$ cat src/rtl/ctrl_pkg.sv
// Shared state encoding for the layer sequencer.
// Also imported by the testbench so both sides use the same codes.
package ctrl_pkg;

  localparam int ST_W = 3;

  typedef enum logic [ST_W-1:0] {
    S_IDLE    = 3'd0,
    S_REST    = 3'd1,
    S_READ_W  = 3'd2,
    S_READ_I  = 3'd3,
    S_COMPUTE = 3'd4,
    S_OUTPUT  = 3'd5,
    S_ERROR   = 3'd6
  } state_t;

  function automatic logic is_phase(input state_t s);
    return (s == S_READ_W) || (s == S_READ_I) ||
           (s == S_COMPUTE) || (s == S_OUTPUT);
  endfunction

endpackage

$ cat src/rtl/layer_seq_ctrl_phase_timer.sv
// Per-phase watchdog counter.
// Flags expiry on the last allowed cycle of a phase.
module phase_timer #(
  parameter int TMR_W          = 16,
  parameter int TIMEOUT_CYCLES = 1024
) (
  input  logic clk,
  input  logic rst,
  input  logic clr,
  input  logic en,
  output logic expired
);

  localparam logic [TMR_W-1:0] LAST =
    TMR_W'(TIMEOUT_CYCLES == 0 ? 0 : TIMEOUT_CYCLES - 1);
  localparam logic [TMR_W-1:0] ONE = TMR_W'(1);

  logic [TMR_W-1:0] cnt;

  always_ff @(posedge clk) begin
    if (rst || clr) begin
      cnt <= '0;
    end else if (en) begin
      cnt <= cnt + ONE;
    end
  end

  // A zero timeout disables the watchdog entirely.
  assign expired = (TIMEOUT_CYCLES != 0) && en && (cnt == LAST);

endmodule

$ cat src/rtl/layer_seq_ctrl.sv
// Layer sequencer: REST, per-layer weight/input/compute
// phases, final output phase, watchdog and sticky error.
module layer_seq_ctrl
  import ctrl_pkg::*;
#(
  parameter int REST_CYCLES    = 11,
  parameter int NUM_LAYERS     = 2,
  parameter int LAYER_W        = 2,
  parameter int TIMEOUT_CYCLES = 1024,
  parameter int TMR_W          = 16
) (
  input  logic               clk,
  input  logic               rst,
  input  logic               go,
  input  logic               abort,
  input  logic               read_weights_finish,
  input  logic               read_inputs_finish,
  input  logic               compute_finish,
  input  logic               output_finish,
  output logic               start_read_w,
  output logic               start_read_i,
  output logic               start_compute,
  output logic               start_output,
  output logic [LAYER_W-1:0] layer_idx,
  output logic               busy,
  output logic               done,
  output logic               err,
  output logic [2:0]         err_phase,
  output logic [2:0]         state_o
);

  localparam int RC_W = $clog2(REST_CYCLES + 1);
  localparam logic [RC_W-1:0] REST_LAST = RC_W'(REST_CYCLES - 1);
  localparam logic [RC_W-1:0] RC_ONE = RC_W'(1);
  localparam logic [LAYER_W-1:0] LAST_LAYER = LAYER_W'(NUM_LAYERS - 1);
  localparam logic [LAYER_W-1:0] LY_ONE = LAYER_W'(1);

  state_t          state;
  state_t          state_nx;
  logic [RC_W-1:0] rest_cnt;
  logic            wd_exp;
  logic            wd_clr;
  logic            in_phase;
  logic            more_layers;

  assign in_phase    = is_phase(state);
  assign more_layers = layer_idx < LAST_LAYER;
  assign wd_clr      = (state_nx != state) || abort;

  phase_timer #(
    .TMR_W          (TMR_W),
    .TIMEOUT_CYCLES (TIMEOUT_CYCLES)
  ) u_wd (
    .clk     (clk),
    .rst     (rst),
    .clr     (wd_clr),
    .en      (in_phase),
    .expired (wd_exp)
  );

  // A finish in the expiry cycle takes precedence over the timeout.
  always_comb begin
    state_nx = state;
    case (state)
      S_IDLE: begin
        if (go) state_nx = S_REST;
      end
      S_REST: begin
        if (rest_cnt == REST_LAST) state_nx = S_READ_W;
      end
      S_READ_W: begin
        if (read_weights_finish)
          state_nx = (layer_idx == '0) ? S_READ_I : S_COMPUTE;
        else if (wd_exp)
          state_nx = S_ERROR;
      end
      S_READ_I: begin
        if (read_inputs_finish) state_nx = S_COMPUTE;
        else if (wd_exp) state_nx = S_ERROR;
      end
      S_COMPUTE: begin
        if (compute_finish)
          state_nx = more_layers ? S_READ_W : S_OUTPUT;
        else if (wd_exp)
          state_nx = S_ERROR;
      end
      S_OUTPUT: begin
        if (output_finish) state_nx = S_IDLE;
        else if (wd_exp) state_nx = S_ERROR;
      end
      S_ERROR: state_nx = S_ERROR;
      default: state_nx = S_IDLE;
    endcase
    if (abort) state_nx = S_IDLE;
  end

  always_ff @(posedge clk) begin
    if (rst) begin
      state     <= S_IDLE;
      layer_idx <= '0;
      rest_cnt  <= '0;
      done      <= 1'b0;
      err_phase <= '0;
    end else begin
      state <= state_nx;
      done  <= (state == S_OUTPUT) && output_finish && !abort;
      if (abort) begin
        layer_idx <= '0;
        rest_cnt  <= '0;
        err_phase <= '0;
      end else begin
        case (state)
          S_IDLE: begin
            if (go) begin
              layer_idx <= '0;
              rest_cnt  <= '0;
            end
          end
          S_REST: rest_cnt <= rest_cnt + RC_ONE;
          S_COMPUTE: begin
            if (compute_finish && more_layers)
              layer_idx <= layer_idx + LY_ONE;
          end
          S_OUTPUT: begin
            if (output_finish) layer_idx <= '0;
          end
          default: ;
        endcase
        if (state_nx == S_ERROR && state != S_ERROR)
          err_phase <= state;
      end
    end
  end

  assign start_read_w  = (state == S_READ_W);
  assign start_read_i  = (state == S_READ_I);
  assign start_compute = (state == S_COMPUTE);
  assign start_output  = (state == S_OUTPUT);
  assign busy          = (state != S_IDLE) && (state != S_ERROR);
  assign err           = (state == S_ERROR);
  assign state_o       = state;

endmodule

$ cat config.mk
export PLATFORM = sky130hd
export DESIGN_NAME = layer_seq_ctrl
export DESIGN_NICKNAME = d
export VERILOG_FILES = /design/src/rtl/ctrl_pkg.sv /design/src/rtl/layer_seq_ctrl_phase_timer.sv /design/src/rtl/layer_seq_ctrl.sv
export SDC_FILE = /design/constraint.sdc
export NUM_CORES = 1
export LEC_CHECK = 0
export ABC_CLOCK_PERIOD_IN_PS = 3000
export CAP_MARGIN = 20
export CORE_MARGIN = 4
export CORE_UTILIZATION = 53
export CTS_BUF_LIST = sky130_fd_sc_hd__clkbuf_8
export CTS_CLUSTER_SIZE = 20
export DETAILED_ROUTE_END_ITERATION = 16
export PLACE_DENSITY = 0.87
export SETUP_SLACK_MARGIN = 0.1
export SYNTH_ARGS = -nofsm -noshare
export SYNTH_HDL_FRONTEND = slang
export SYNTH_SLANG_ARGS = --single-unit
$ cat constraint.sdc
create_clock -name clk -period 3 [get_ports clk]
set_input_delay 0.3 -clock clk [delete_from_list [all_inputs] [get_ports clk]]
set_output_delay 0.3 -clock clk [all_outputs]
set_load 0.01 [all_outputs]
==> qor.yml <==
crit_family: "compound AO/OA/AOI/OAI gates"
p_comb_share_pct: 6.7
slew_headroom_pct: 60.1
synth_edf_count: 0
switching_share_pct: 25.1
place_area_mm2: 0.00193
port_buffers: 22
gr-total-overflow: 0
rsz0062_at_grt: "no"
ios: 23
async_reset_ff_share_pct: 0
gp_congestion: 0.866
die_area_mm2: 0.00409
pwr-share-seq_pct: 51.0
h-tree-depth: 2
finalCritPeriodShare_pct: 78.7
final_cell_area_mm2: 0.00201
ctsHoldBuffers: 0
seqCellArea_um2: 581
ys_seq_area_share_pct: 35.0
remaining_drc_errors: 0
synth_cell_types: 50
final_core_util_pct: 66.5
crit_chain: "buf_4 > nor2b_1 > o211ai_1 > a21o_1 > o22ai_1 > o2111ai_4 > nor3_1"
grt_antenna_before_repair: 0
clkPwrFrac_pct: 42.3
finalClockSkew_ps: 11.9
ys_seq_elements: 29
grt.total_usage_pct: 18.4
grt_max_degree: 21
ys.flop_type: "dfxtp_1"
drive_gt1_share_pct: 13.0
hold_class: "flip-flop to flip-flop"
wl_per_cell_um: 13.1
endpoint_kind: "flip-flop"
fp-row-count: 20
critPathMaxStageDelay_ps: 370
cts_setup_buffers: 0
grt_pass1_vias: 1344
cap_violations: 0
min_to: "u_wd.cnt[1]$_SDFFE_PP0P_"
post_synth_inst_count: 203
first_pass_iters: 4
worstPathRequired_ps: 3210
antenna_cells: 0
synth.avg_cell_area_um2: 8.17
cts.path.max_buffers: 2
p_int_mw: 0.567
worstMarginPinSlew_ps: 599
setup_tns_ps: 0
multi_input_area_mm2: 0.00102
die_h_um: 63.9
outcome: "complete, no violations"
path_class: "flip-flop to flip-flop"
hold_viol: 0
cp-startpoint: "state_o[1]$_SDFF_PP0_"
clockRootBuffer: "clkbuf_8"
cp_num_buf_inv: 1
whs_ps: 476
ff2ff_path_depth: 7
post-route-min-period_ps: 2360
clock_latency_ps: 290
cp_slowest_cell: "o2111ai_4"
dp_hpwl_mm: 2.46
worstPathMaxFanout: 18
grt_pass1_wl_mm: 5.98
start_kind: "flip-flop"
drtIter0Drc: 137
hp-start: "u_wd.cnt[1]$_SDFFE_PP0P_"
p_sw_mw: 0.190
peakVddDrop_uv: 378
r2r-end: "u_wd.cnt[0]$_SDFFE_PP0P_"
drtAntennaViolNets: 0
numCtsBuffers: 5
clk_pin_slew_ps: 70
critical_path_arrival_ps: 2570
area_growth_pct: 21.5
vias: 1500
fp.dieW_um: 63.9
syn_nets: 215
nFillCells: 253
viasPerCell: 5.47
drv_slew: 0
totalWireLength_mm: 3.59
power_mw: 0.758
p_per_area_mw_per_mm2: 376
start_util_pct: 54.8
fin_nets: 241
coreArea_mm2: 0.00303
cts_tree: "done"
setup_viol: 0
cts_resized: 0
rrSetupSlack_ps: 640
min_path_cells: 2
power.leakage_nw: 0.696
reg2reg_from: "state_o[1]$_SDFF_PP0_"
fmax_ghz: 0.424
ys_warn_count: 0
synth_area_mm2: 0.00166
clock_sinks: 29
==> worst max path at each step <==
stage,end,slack [ps],depth (start not counted)
6_report,u_wd.cnt[0]$_SDFFE_PP0P_,640,7
5_1_grt,u_wd.cnt[0]$_SDFFE_PP0P_,430,7
4_1_cts,u_wd.cnt[0]$_SDFFE_PP0P_,630,6
3_5_place_dp,u_wd.cnt[0]$_SDFFE_PP0P_,490,7
3_3_place_gp,u_wd.cnt[0]$_SDFFE_PP0P_,560,7
2_1_floorplan,u_wd.cnt[13]$_SDFFE_PP0P_,810,8
==> sequential cells by signal, indices dropped and copies added, names as in the netlist <==
name	flops
u_wd.cnt	16
err_phase	3
done	1
state_o	3
rest_cnt	4
layer_idx	2
==> stage by stage <==
stage | std cells | setup slack [ps]
floorplan | 203 | 808
global placement | 266 | 557
detailed placement | 266 | 487
CTS | 274 | 634
global route | 274 | 428
finish | 274 | 639
==> cell type report <==
class                   count  share of cell area (%)
repair buffers             27                    12.8
well taps                  44                    2.73
clock buffers               5                    3.42
inverters                   5                   0.932
multi-input cells         161                    50.4
clock inverters             3                   0.870
flip-flops and latches     29                    28.8
==> power groups by stage <==
| stage | clock, mW | combinational [mW] | sequential [mW] |
|---|---|---|---|
| after global placement | 0 | 0.0495 | 0.395 |
| after detailed placement | 0 | 0.0498 | 0.395 |
| after CTS | 0.326 | 0.0502 | 0.387 |
| after floorplan | 0 | 0.0297 | 0.396 |
| after global routing | 0.348 | 0.0545 | 0.386 |
| final | 0.320 | 0.0507 | 0.387 |
==> Yosys cell counts, types with 2 or more instances <==
cell / count / area (um2)
a21o_1: 3 / 22.5
a21oi_1: 11 / 55.1
and2_1: 4 / 25.0
and3_1: 3 / 18.8
clkbuf_1: 4 / 15.0
dfxtp_1: 29 / 581
ha_1: 4 / 50.1
inv_1: 5 / 18.8
nand2_1: 17 / 63.8
nand2b_1: 5 / 31.3
nand3_1: 9 / 45.0
nand4_1: 2 / 12.5
nor2_1: 31 / 116
nor2_2: 10 / 62.6
nor2b_1: 2 / 12.5
nor3_1: 6 / 30.0
nor3b_1: 2 / 15.0
o211ai_1: 2 / 15.0
o21a_1: 3 / 22.5
o21ai_0: 4 / 20.0
o31a_1: 2 / 17.5
or2_2: 2 / 12.5
xnor2_1: 5 / 43.8
xor2_1: 12 / 105
==> logic make-up (layout without fill, tap and decap cells) <==
family / after synthesis / in the layout / synth area share, %
simple gates: 101 / 101 / 31.7
mux: 1 / 1 / 0.604
xor+xnor: 17 / 17 / 8.98
buf+inv: 13 / 40 / 3.70
flops: 29 / 29 / 35.0
compound gates: 38 / 38 / 17.0
fa+ha+maj: 4 / 4 / 3.02
==> cell usage in the layout (no fill, tap or decap), drive strengths merged, types with 2 or more instances in the layout <==
cell type      count
inv                5
nor2b              2
dfxtp             29
nand2b             5
nand3              9
nor3b              2
o21ai              4
nand2             17
and2               4
a21oi             11
nor3               7
ha                 4
o211ai             2
xor2              12
o21a               3
or2                2
a21o               3
clkbuf             5
buf                5
nand4              2
clkinv             2
xnor2              5
nor4               2
nor2              41
o31a               2
and3               3
clkdlybuf4s50     22
==> metal layers <==
| layer | part of all wire, % | routed length, um | up-vias | global-route usage, % |
|---|---|---|---|---|
| met5 | 0 | 0 | - | 0 |
| met2 | 46 | 1640 | 46 | 28.6 |
| met4 | 1.9 | 69 | 0 | 9.43 |
| li1 | - | - | 754 | - |
| met3 | 5.9 | 213 | 7 | 4.75 |
| met1 | 46 | 1670 | 693 | 23.4 |
==> worst min-delay path, cell delays in order, from the launching register on <==
cell	delay, ps
dfxtp_1	320
nand2_1	60
a21oi_1	50
No activity file was read; power rests on OpenSTA's default activity.
